## src/rtl/input_conditioner.sv

```systemverilog
// input_conditioner: synchronises and debounces the four raw stopwatch board inputs
// and decodes them into one-hot mode outputs plus a level reset for the counter stage.
// Latency: mode and reset outputs change DEBOUNCE_CYCLES+2 edges after a clean raw change; a pause toggle takes one edge more.
// Backpressure: none. Outputs are registered levels, updated every cycle and always exactly one-hot.
module input_conditioner #(
  parameter int DEBOUNCE_CYCLES = 500000,
  parameter int CNT_W           = 20
) (
  input  logic clk,
  input  logic rst,
  input  logic btn_pause,
  input  logic btn_reset,
  input  logic sw_adj,
  input  logic sw_sel,
  output logic regular_mode,
  output logic adjust_seconds_mode,
  output logic adjust_minutes_mode,
  output logic pause_mode,
  output logic stopwatch_rst
);

  // Channel positions inside the packed per-channel vectors.
  localparam int NCH      = 4;
  localparam int CH_PAUSE = 0;
  localparam int CH_RESET = 1;
  localparam int CH_ADJ   = 2;
  localparam int CH_SEL   = 3;

  // Last count value before a differing level is accepted.
  localparam logic [CNT_W-1:0] CNT_TERM = CNT_W'(DEBOUNCE_CYCLES - 1);

  logic [NCH-1:0]   raw;
  logic [NCH-1:0]   s1_q;
  logic [NCH-1:0]   s2_q;
  logic [NCH-1:0]   stable_q;
  logic [NCH-1:0]   stable_d;
  logic [CNT_W-1:0] cnt_q [NCH];
  logic [CNT_W-1:0] cnt_d [NCH];

  logic pause_prev_q;
  logic pause_press;
  logic paused_q;
  logic paused_d;

  logic regular_q, regular_d;
  logic adj_sec_q, adj_sec_d;
  logic adj_min_q, adj_min_d;
  logic pause_q,   pause_d;
  logic swrst_q;

  assign raw = {sw_sel, sw_adj, btn_reset, btn_pause};

  // Two-flop synchroniser on every raw asynchronous input.
  always_ff @(posedge clk) begin
    if (rst) begin
      s1_q <= '0;
      s2_q <= '0;
    end else begin
      s1_q <= raw;
      s2_q <= s1_q;
    end
  end

  // Debounce next state: a level is accepted only after DEBOUNCE_CYCLES
  // consecutive samples that differ from the current stable level; any
  // sample matching the stable level restarts the qualification.
  always_comb begin
    stable_d = stable_q;
    for (int i = 0; i < NCH; i++) begin
      cnt_d[i] = '0;
      if (s2_q[i] != stable_q[i]) begin
        if (cnt_q[i] == CNT_TERM) begin
          stable_d[i] = s2_q[i];
        end else begin
          cnt_d[i] = cnt_q[i] + CNT_W'(1);
        end
      end
    end
  end

  // Debounce state registers; reset aborts any qualification in progress.
  always_ff @(posedge clk) begin
    if (rst) begin
      stable_q <= '0;
      for (int i = 0; i < NCH; i++) begin
        cnt_q[i] <= '0;
      end
    end else begin
      stable_q <= stable_d;
      for (int i = 0; i < NCH; i++) begin
        cnt_q[i] <= cnt_d[i];
      end
    end
  end

  // Only the press (0 to 1) of the debounced pause button matters.
  assign pause_press = stable_q[CH_PAUSE] & ~pause_prev_q;

  // Paused flag: the reset button dominates, presses during adjust are dropped.
  always_comb begin
    paused_d = paused_q;
    if (stable_q[CH_RESET]) begin
      paused_d = 1'b0;
    end else if (pause_press && !stable_q[CH_ADJ]) begin
      paused_d = ~paused_q;
    end
  end

  // Pause edge history and the paused flag itself.
  always_ff @(posedge clk) begin
    if (rst) begin
      pause_prev_q <= 1'b0;
      paused_q     <= 1'b0;
    end else begin
      pause_prev_q <= stable_q[CH_PAUSE];
      paused_q     <= paused_d;
    end
  end

  // Mode decode in priority order: adjust first, then pause, else regular.
  // Every branch sets exactly one bit, so the registered outputs stay one-hot.
  always_comb begin
    regular_d = 1'b0;
    adj_sec_d = 1'b0;
    adj_min_d = 1'b0;
    pause_d   = 1'b0;
    if (stable_q[CH_ADJ]) begin
      if (stable_q[CH_SEL]) begin
        adj_min_d = 1'b1;
      end else begin
        adj_sec_d = 1'b1;
      end
    end else if (paused_q) begin
      pause_d = 1'b1;
    end else begin
      regular_d = 1'b1;
    end
  end

  // Registered outputs; during reset the counter is held in reset and shown as regular.
  always_ff @(posedge clk) begin
    if (rst) begin
      regular_q <= 1'b1;
      adj_sec_q <= 1'b0;
      adj_min_q <= 1'b0;
      pause_q   <= 1'b0;
      swrst_q   <= 1'b1;
    end else begin
      regular_q <= regular_d;
      adj_sec_q <= adj_sec_d;
      adj_min_q <= adj_min_d;
      pause_q   <= pause_d;
      swrst_q   <= stable_q[CH_RESET];
    end
  end

  assign regular_mode        = regular_q;
  assign adjust_seconds_mode = adj_sec_q;
  assign adjust_minutes_mode = adj_min_q;
  assign pause_mode          = pause_q;
  assign stopwatch_rst       = swrst_q;

endmodule

```

## config.mk

```make
export PLATFORM = sky130hd
export DESIGN_NAME = input_conditioner
export DESIGN_NICKNAME = d
export VERILOG_FILES = /design/src/rtl/input_conditioner.sv
export SDC_FILE = /design/constraint.sdc
export NUM_CORES = 1
export LEC_CHECK = 0
export CORE_MARGIN = 4
export CORE_UTILIZATION = 64
export CTS_BUF_LIST = sky130_fd_sc_hd__clkbuf_8
export DETAILED_ROUTE_END_ITERATION = 12
export GPL_TIMING_DRIVEN = 0
export PLACE_DENSITY_LB_ADDON = 0.25
export SETUP_SLACK_MARGIN = 0.05
export SLEW_MARGIN = 40
export SYNTH_ARGS = -nofsm -noshare
export SYNTH_HDL_FRONTEND = slang
export SYNTH_SLANG_ARGS = --single-unit
```

## constraint.sdc

```tcl
create_clock -name clk -period 3.1 [get_ports clk]
set_clock_uncertainty 0.15 [all_clocks]
set_input_delay 0.93 -clock clk [delete_from_list [all_inputs] [get_ports clk]]
set_output_delay 0.93 -clock clk [all_outputs]
set_load 0.1 [all_outputs]
```

Yosys cells after proc, flatten, opt, wreduce, memory -nomap -nowiden
Memories as Yosys holds them, arrays and structs flattened. Index checks and enable logic that the tools add are counted.

Register bits after elaboration: 19. Bits in latches: 0. Bits in writable memories: 80. ROM bits: 0. Input bits: 6. Word-level logic and storage cells: 63. Memories: 1.

Add/sub/neg operators: 4. Multipliers: 0. Div/mod/pow operators: 0. $lt $le $gt $ge: 0. Equality and inequality tests: 8. Shifts and indexed selects: 0. Mux-type cells: 20. Bitwise operators: 8. Reduce and logical (&&, ||, !) cells: 9.

Memory list: cnt_q (words 4, width 20, read ports 4, clocked after Yosys merged registers in 0, write ports 4, line 37) `logic [CNT_W-1:0] cnt_q [NCH];`.

Operator list (number): $mux W20 (12); $add A20 B1 Y20 const B (4); $eq A20 B19 Y1 const B (4); $mux W1 (8); $reduce_and A2 Y1 (4); $reduce_or A2 Y1 (3); $ne A1 B1 Y1 (4); $or A1 B1 Y1 (4); $not A1 Y1 (3); $and A1 B1 Y1 (1); $logic_and A1 B1 Y1 (1); $logic_not A1 Y1 (1).

Longest topological paths before layout
Gate-level depths: netlist (run 1).

Word-level depth: 4. Depth in mapped cells: 7. Mapped depth without buffers: 5.

Worst setup path after synthesis (run 1)
No wires, ideal clock.

Path type: register to register. Start: mem cnt_q[3][0]. End: mem cnt_q[3][10]. Library setup time: 128 ps. Arrival: 1879 ps. Required time: 2822 ps. Path slack: 943 ps. Stages on the path, launching flop included: 6. Path through: dfxtp_1 -> ha_1 -> nand3_1 -> o41ai_2 -> clkbuf_1 -> nor2_1.

RTL lines (line): start, declared (37).

==> impl_metrics.json, run 1 <==
{
  "cts_buffers": 9,
  "syn_area_per_cell_um2": 9.14,
  "crit_fanout": 10,
  "cp.arrival_ns": 2.66,
  "syn_inst": 464,
  "grt_max_degree": 16,
  "initial_core_util_pct": 66.4,
  "period_minus_slack_ns": 2.58,
  "grt_overflow": 0,
  "syn-num-nets": 474,
  "clk_latency_ns": 0.35,
  "vias_per_cell": 5.97,
  "p_leak_nw": 1.40,
  "cts_root_buf": "clkbuf_8",
  "ys_async_sr_fraction_pct": 0,
  "fillers": 504,
  "final.setup.tns_ns": 0,
  "synthesis.area_mm2": 0.00424,
  "synth_edf_count": 0,
  "critPathLaunchType": "flip-flop",
  "gp_congestion": 0.874,
  "slew_viol_final": 0,
  "max_freq_ghz": 0.388,
  "initialDrtViolationCount": 111,
  "mostFrequentLayoutCells": "99 x dfxtp_1, 71 x nor2_1, 32 x xnor2_1",
  "io_buffers": 10,
  "fin_util_pct": 72.6,
  "finalSetupViolCount": 0,
  "vias": 3383,
  "clockBufferDepth": 2,
  "track_usage_pct": 21.5,
  "worstPathRequired_ns": 3.18,
  "grt_pass1_wl_um": 13800,
  "syn_to_final_growth_pct": 9.33,
  "final_hold_viol_count": 0,
  "peakVddDrop_uv": 555,
  "io_pins": 11,
  "antenna_left": 0,
  "worst_hold_path_type": "flip-flop to flip-flop",
  "die_h_um": 89.4,
  "final_common_cell": "dfxtp_1",
  "ys_seq_elements": 99,
  "fp.dieW_um": 89.4,
  "netlist_top_cells_area": "dfxtp_1 47%, xnor2_1 6.6%, nor2_1 6.3%, xor2_1 5.4%, nand4_1 3.2%",
  "critPathKind": "flip-flop to flip-flop",
  "core_area_mm2": 0.00639,
  "cts_resized": 0,
  "yosys_most_used_dff": "dfxtp_1",
  "ys_types": 45,
  "synth.top_cell.area_share_pct": 46.8,
  "drc": 0,
  "post-cts-setup-buffers": 0,
  "worst_pin_slew_ns": 0.883,
  "finish.net_count": 495,
  "postRouteWirelength_um": 7750,
  "end_kind": "flip-flop",
  "antenna_found_initial": 0,
  "hpwlAfterDp_um": 5410,
  "num_rows": 29,
  "max_cap_violations": 0,
  "routedWlPerCell_um": 13.7,
  "first_global_vias": 3209,
  "rsz0062_at_grt": "no",
  "clock_sinks": 99,
  "dr.pass1.iters": 4,
  "finalCritPeriodShare_pct": 83.2,
  "yosysTopAreaCell": "dfxtp_1",
  "ys.warnings.count": 0,
  "ctsHoldBuffers": 0,
  "die_area_mm2": 0.00799,
  "pwr_density_cell_mw_per_mm2": 469,
  "drive_gt1_share_pct": 6.73,
  "path_clk_slew_ns": 0.09,
  "h-tree-depth": 3,
  "antenna_cells": 0,
  "relSlewSlack_pct": 40.6,
  "outcome": "finished clean",
  "synth-seq-area-share_pct": 46.8,
  "cts_tree": "built"
}
-- sequential cells by signal (all words and copies together) (netlist names) --
name / count
stable_q: 4
cnt_q: 80
pause_prev_q: 1
adjust_minutes_mode: 1
regular_mode: 1
s1_q: 4
paused_q: 1
s2_q: 4
adjust_seconds_mode: 1
pause_mode: 1
stopwatch_rst: 1
-- layout make-up --
type | instances | area [um2] | share of cell area [%]
plain buffers | 11 | 45.0 | 0.972
clock inverters | 4 | 47.5 | 1.03
repair buffers | 10 | 75.1 | 1.62
multi-input cells | 341 | 2170 | 46.9
clock buffers | 12 | 165 | 3.56
inverters | 13 | 48.8 | 1.05
well taps | 77 | 96.3 | 2.08
flip-flops and latches | 99 | 1980 | 42.8
-- synthesized netlist by cell type (all sizes together) (11+ instances only) --
library cell and number:
nand3 27, or4 14, xnor2 32, nor2 71
and4 11, xor2 26, a21oi 17, nand2 22
inv 13, nor2b 11, o31ai 12, dfxtp 99
nor3 13, nand4 23
-- critical path, stage by stage (launching register included) --
cell and delay, ns:
dfxtp_1 0.37, ha_1 0.21, and3_1 0.16, clkbuf_1 0.23, nand4_1 0.22, o21bai_1 0.61
clkbuf_1 0.40, nor2_1 0.09
-- layer usage --
| metal | global-route usage, % | wire [um] | part of all wire, % |
|---|---|---|---|
| met1 | 25.4 | 3450 | 45 |
| met2 | 38.0 | 3900 | 50 |
| met5 | 0 | 0 | 0 |
| met3 | 5.35 | 262 | 3.4 |
| met4 | 7.04 | 136 | 1.8 |
-- final timing paths --
check         startpoint           to  slack [ns]  cells past startpoint
min              s1_q[0]      s2_q[0]        0.29                      1
max reg2reg  cnt_q[1][0]  cnt_q[1][2]        0.52                      7
max          cnt_q[1][0]  cnt_q[1][2]        0.52                      7
min reg2reg      s1_q[0]      s2_q[0]        0.29                      1
-- through the flow --
step                      instances  cell area [um2]  power (mW)  hold slack, ns  worst slack (ns)
after floorplan                 464             4240        1.34           0.264             0.943
after global placement          551             4440        1.35           0.270             0.175
after detailed placement        551             4420        1.35           0.277             0.187
after CTS                       567             4630        2.20           0.303             0.508
after global routing            567             4630        2.27           0.323             0.255
final                           567             4630        2.17           0.289             0.521
-- kinds of logic (layout without fill, tap and decap cells) --
family / count (synthesis) / count (layout) / share of synthesized area [%]
multiplexers: 4 / 4 / 0.974
flip-flops: 99 / 99 / 46.8
buffers and inverters: 24 / 50 / 2.21
AO/OA/AOI/OAI: 43 / 43 / 6.88
adder cells (fa/ha/maj): 4 / 4 / 1.18
XOR/XNOR: 58 / 58 / 12.0
AND/OR/NAND/NOR: 232 / 232 / 30.0
-- where the power goes --
group	leakage (nW)	switching (mW)	internal [mW]
logic	0.485	0.0223	0.0157
clock network	0.114	0.415	0.438
registers	0.799	0.00397	1.28
total	1.40	0.441	1.73
No activity file was read; power rests on OpenSTA's default activity.
==> run 2: changes to the inputs <==
==> constraint.sdc (replaced) <==
create_clock -name clk -period 2.7 [get_ports clk]
set_clock_uncertainty 0.15 [all_clocks]
set_input_delay 0.81 -clock clk [delete_from_list [all_inputs] [get_ports clk]]
set_output_delay 0.81 -clock clk [all_outputs]
set_load 0.1 [all_outputs]
==> run 2 against run 1 <==
Compared with the run above: final cell count rose by 0.35%; non-clock buffer count rose by 2; sequential cell count did not move; critical endpoint is now cnt_q[3][13]; highest routed layer unchanged.
==> impl_metrics.json, run 2 (synthesis gave the netlist of run 1 again) <==
{
  "outcome": "finished clean",
  "first_global_vias": 3209,
  "largest_register": "cnt_q",
  "core_area_mm2": 0.00639,
  "finalSetupViolCount": 0,
  "dp_slack_ns": -0.0925,
  "antenna_cells": 0,
  "slowest_delay_ns": 0.54,
  "placed_area_mm2": 0.00442,
  "clk_latency_ns": 0.35,
  "track_usage_pct": 21.5,
  "grt_overflow": 0,
  "cts_buffers": 9,
  "worst_pin_slew_ns": 0.861,
  "num_rows": 29,
  "end_kind": "flip-flop",
  "final_common_cell": "dfxtp_1",
  "cp_common_cell": "nor2_1",
  "ctsHoldBuffers": 0,
  "max_freq_ghz": 0.418,
  "syn_to_final_growth_pct": 9.98,
  "relSlewSlack_pct": 42.1,
  "final_area_mm2": 0.00466,
  "finish.net_count": 497,
  "die_h_um": 89.4,
  "fin_ws_ns": 0.310,
  "final.setup.tns_ns": 0,
  "drc": 0,
  "crit_buf_inv": 3,
  "antenna_found_initial": 0,
  "io_buffers": 10,
  "postRouteWirelength_um": 7810,
  "cts_tree": "built",
  "h-tree-depth": 3,
  "clockBufferDepth": 2,
  "initial_core_util_pct": 66.4,
  "antenna_left": 0,
  "final_hold_viol_count": 0,
  "grt_max_degree": 16,
  "routedWlPerCell_um": 13.7,
  "cts_root_buf": "clkbuf_8",
  "grt_pass1_wl_um": 13800,
  "peakVddDrop_uv": 637,
  "vias_per_cell": 5.90,
  "gp_congestion": 0.874,
  "worstPathRequired_ns": 2.79,
  "crit_fanout": 10,
  "slew_viol_final": 0,
  "worst_hold_path_type": "flip-flop to flip-flop",
  "finalCritPeriodShare_pct": 88.5,
  "p_leak_nw": 1.41,
  "io_pins": 11,
  "largest_register_ffs": 80,
  "max_cap_violations": 0,
  "fillers": 500,
  "initialDrtViolationCount": 117,
  "drive_gt1_share_pct": 7.32,
  "period_minus_slack_ns": 2.39,
  "vias": 3358,
  "die_area_mm2": 0.00799,
  "critPathKind": "input pin to flip-flop",
  "crit_path_top_delay_cell": "clkdlybuf4s50_1",
  "rsz0062_at_grt": "no",
  "hpwlAfterDp_um": 5410,
  "path_clk_slew_ns": 0.09,
  "dr.pass1.iters": 4,
  "critPathLaunchType": "input pin",
  "final_cells": 569,
  "worst_path_dominant_cell_family": "buffers and inverters",
  "place_inst": 551,
  "fp.dieW_um": 89.4,
  "clock_sinks": 99,
  "pwr_density_cell_mw_per_mm2": 535,
  "cp.arrival_ns": 2.48,
  "mostFrequentLayoutCells": "99 x dfxtp_1, 71 x nor2_1, 32 x xnor2_1",
  "path_cells": "clkdlybuf4s50_1 -> buf_1 -> nor2_1 -> o41ai_4 -> clkbuf_1 -> nor2_1"
}
## run 2: changes by cell type in the layout (fill, tap and decap cells not counted), sizes merged
cell | before | now
buf | 9 | 11
## run 2: through the flow
stage               power [mW]  util, %  hold WS [ns]
floorplan                 1.53        -         0.264
global placement          1.55     69.5         0.270
detailed placement        1.55     69.2         0.277
CTS                       2.52     72.6         0.303
global route              2.60     73.0         0.323
finish                    2.49     73.0         0.290
## run 2: path summary, 6_finish.rpt
| check | startpoint | to | slack, ns | depth (start not counted) |
|---|---|---|---|---|
| max | rst | cnt_q[3][13] | 0.31 | 6 |
| min | s1_q[0] | s2_q[0] | 0.29 | 1 |
| max reg2reg | cnt_q[1][0] | cnt_q[1][2] | 0.33 | 7 |
| min reg2reg | s1_q[0] | s2_q[0] | 0.29 | 1 |
## run 2: timing repair
action                                 4_1_cts  5_1_grt
resized for setup                            0        2
setup endpoints to repair                    0       28
endpoints found under the hold margin        0        0
buffers inserted                             0        2
## run 2: area by class of cell
type,count,area [um2],share of cell area [%]
Clock buffer,12,165,3.54
Sequential cell,99,1980,42.5
Tap cell,77,96.3,2.07
Clock inverter,4,47.5,1.02
Multi-Input combinational cell,341,2190,46.9
Timing Repair Buffer,12,90.1,1.93
Buffer,11,45.0,0.966
Inverter,13,48.8,1.05
## run 2: routing by layer
layer	track usage (%)	wire, um
met1	25.4	3410
met2	38.0	3930
met3	5.35	334
met4	7.04	131
met5	0	0
## run 2: report_power, final
group          switching [mW]  internal [mW]  total (mW)
combinational          0.0259         0.0193      0.0452
sequential            0.00450           1.47        1.47
clock                   0.475          0.503       0.978
==> run 3: changes to the inputs <==
--- a/config.mk
+++ b/config.mk
@@ -10,6 +10,7 @@
 export CTS_BUF_LIST = sky130_fd_sc_hd__clkbuf_8
 export DETAILED_ROUTE_END_ITERATION = 12
 export GPL_TIMING_DRIVEN = 0
+export MAX_ROUTING_LAYER = met4
 export PLACE_DENSITY_LB_ADDON = 0.25
 export SETUP_SLACK_MARGIN = 0.05
 export SLEW_MARGIN = 40
==> run 3 against run 2 <==
Compared with the run above: combinational power about the same; sequential power about the same; routed wire length increased by 0.10%; critical endpoint unchanged; largest power group unchanged.
==> impl_metrics.json, run 3 (synthesis gave the netlist of run 1 again) <==
{
  "fillers": 500,
  "cts_tree": "built",
  "outcome": "finished clean",
  "grt_overflow": 0,
  "worst_pin_slew_ns": 0.870,
  "period_minus_slack_ns": 2.40,
  "swShare_pct": 20.3,
  "mostFrequentLayoutCells": "99 x dfxtp_1, 71 x nor2_1, 32 x xnor2_1",
  "clock_power_share_pct": 39.3,
  "peakVddDrop_uv": 637,
  "die_h_um": 89.4,
  "placed_area_mm2": 0.00442,
  "grt_max_degree": 16,
  "initialDrtViolationCount": 112,
  "dp_slack_ns": -0.0925,
  "final_area_mm2": 0.00466,
  "io_buffers": 10,
  "fin_util_pct": 73.0,
  "track_usage_pct": 22.2,
  "die_area_mm2": 0.00799,
  "fin_ws_ns": 0.301,
  "postRouteWirelength_um": 7810,
  "finish.net_count": 497,
  "design_power_total_mw": 2.50,
  "path_clk_slew_ns": 0.09,
  "finalSetupViolCount": 0,
  "cts_buffers": 9,
  "max_cap_violations": 0,
  "max_freq_ghz": 0.417,
  "final_common_cell": "dfxtp_1",
  "critPathLaunchType": "input pin",
  "intPower_mw": 1.99,
  "num_rows": 29,
  "dr.pass1.iters": 5,
  "drc": 0,
  "h-tree-depth": 3,
  "worst_hold_path_type": "flip-flop to flip-flop",
  "cts_root_buf": "clkbuf_8",
  "antenna_left": 0,
  "end_kind": "flip-flop",
  "crit_fanout": 10,
  "relSlewSlack_pct": 41.5,
  "fp.dieW_um": 89.4,
  "drive_gt1_share_pct": 7.32,
  "gp_congestion": 0.888,
  "p_sw_mw": 0.508,
  "vias": 3374,
  "core_area_mm2": 0.00639,
  "antenna_found_initial": 0,
  "worstPathRequired_ns": 2.79,
  "rsz0062_at_grt": "no",
  "clock_sinks": 99,
  "clockBufferDepth": 2,
  "regToRegSetupSlack_ns": 0.33,
  "syn_to_final_growth_pct": 9.98,
  "largest_register_ffs": 80,
  "antenna_cells": 0,
  "finalCritPeriodShare_pct": 88.8,
  "vias_per_cell": 5.93,
  "hpwlAfterDp_um": 5410,
  "cp.arrival_ns": 2.49,
  "clk_latency_ns": 0.36,
  "final_hold_viol_count": 0,
  "first_global_vias": 3206,
  "sequentialPowerShare_pct": 58.9,
  "slew_viol_final": 0,
  "largest_register": "cnt_q",
  "initial_core_util_pct": 66.4,
  "critPathKind": "input pin to flip-flop",
  "power.share.combinational_pct": 1.8,
  "grt_pass1_wl_um": 13800,
  "routedWlPerCell_um": 13.7,
  "p_leak_nw": 1.41,
  "pwr_density_cell_mw_per_mm2": 536,
  "io_pins": 11
}
## run 3: cell counts in the layout (fill, tap and decap cells not counted)
Identical to the previous run, type by type.
## run 3: path summary, 6_finish.rpt
| path | start | depth (start not counted) | end |
|---|---|---|---|
| max | rst | 6 | cnt_q[3][13] |
| min | s1_q[0] | 1 | s2_q[0] |
| max reg2reg | cnt_q[1][0] | 7 | cnt_q[1][2] |
| min reg2reg | s1_q[0] | 1 | s2_q[0] |
## run 3: power by group through the flow
stage          logic, mW  registers (mW)  clock network [mW]
2_1_floorplan     0.0226            1.51                   0
3_3_place_gp      0.0436            1.51                   0
3_5_place_dp      0.0439            1.51                   0
4_1_cts           0.0445            1.47                1.01
5_1_grt           0.0501            1.47                1.08
6_report          0.0452            1.47               0.980
## run 3: what timing repair did
item | in CTS | in global routing
setup endpoints to repair | 0 | 28
resized for setup | 0 | 2
hold buffers | 0 | 0
setup buffers | 0 | 2
## run 3: layout make-up
cell class	instances	area, um2	share of cell area [%]
flip-flops and latches	99	1980	42.5
inverters	13	48.8	1.05
repair buffers	12	90.1	1.93
well taps	77	96.3	2.07
clock inverters	4	47.5	1.02
plain buffers	11	45.0	0.966
clock buffers	12	165	3.54
multi-input cells	341	2190	46.9
## run 3: metrics by stage
step	TNS, ns	hold WS (ns)	cells
after floorplan	0	0.264	464
after global placement	-0.973	0.270	551
after detailed placement	-0.747	0.277	551
after CTS	0	0.303	567
after global routing	0	0.324	569
final	0	0.290	569
## run 3: per-layer routing
metal | GRT usage [%] | vias up | routed length, um
met5 | - | - | 0
met4 | 7.04 | 0 | 138
met3 | 5.62 | 15 | 303
met2 | 38.0 | 67 | 3930
met1 | 25.4 | 1600 | 3450
li1 | - | 1692 | -
## run 3: worst max-delay path: stages
cell and delay (ns):
clkdlybuf4s50_1 0.55, buf_1 0.32, nor2_1 0.15, o41ai_4 0.14
clkbuf_1 0.42, nor2_1 0.10
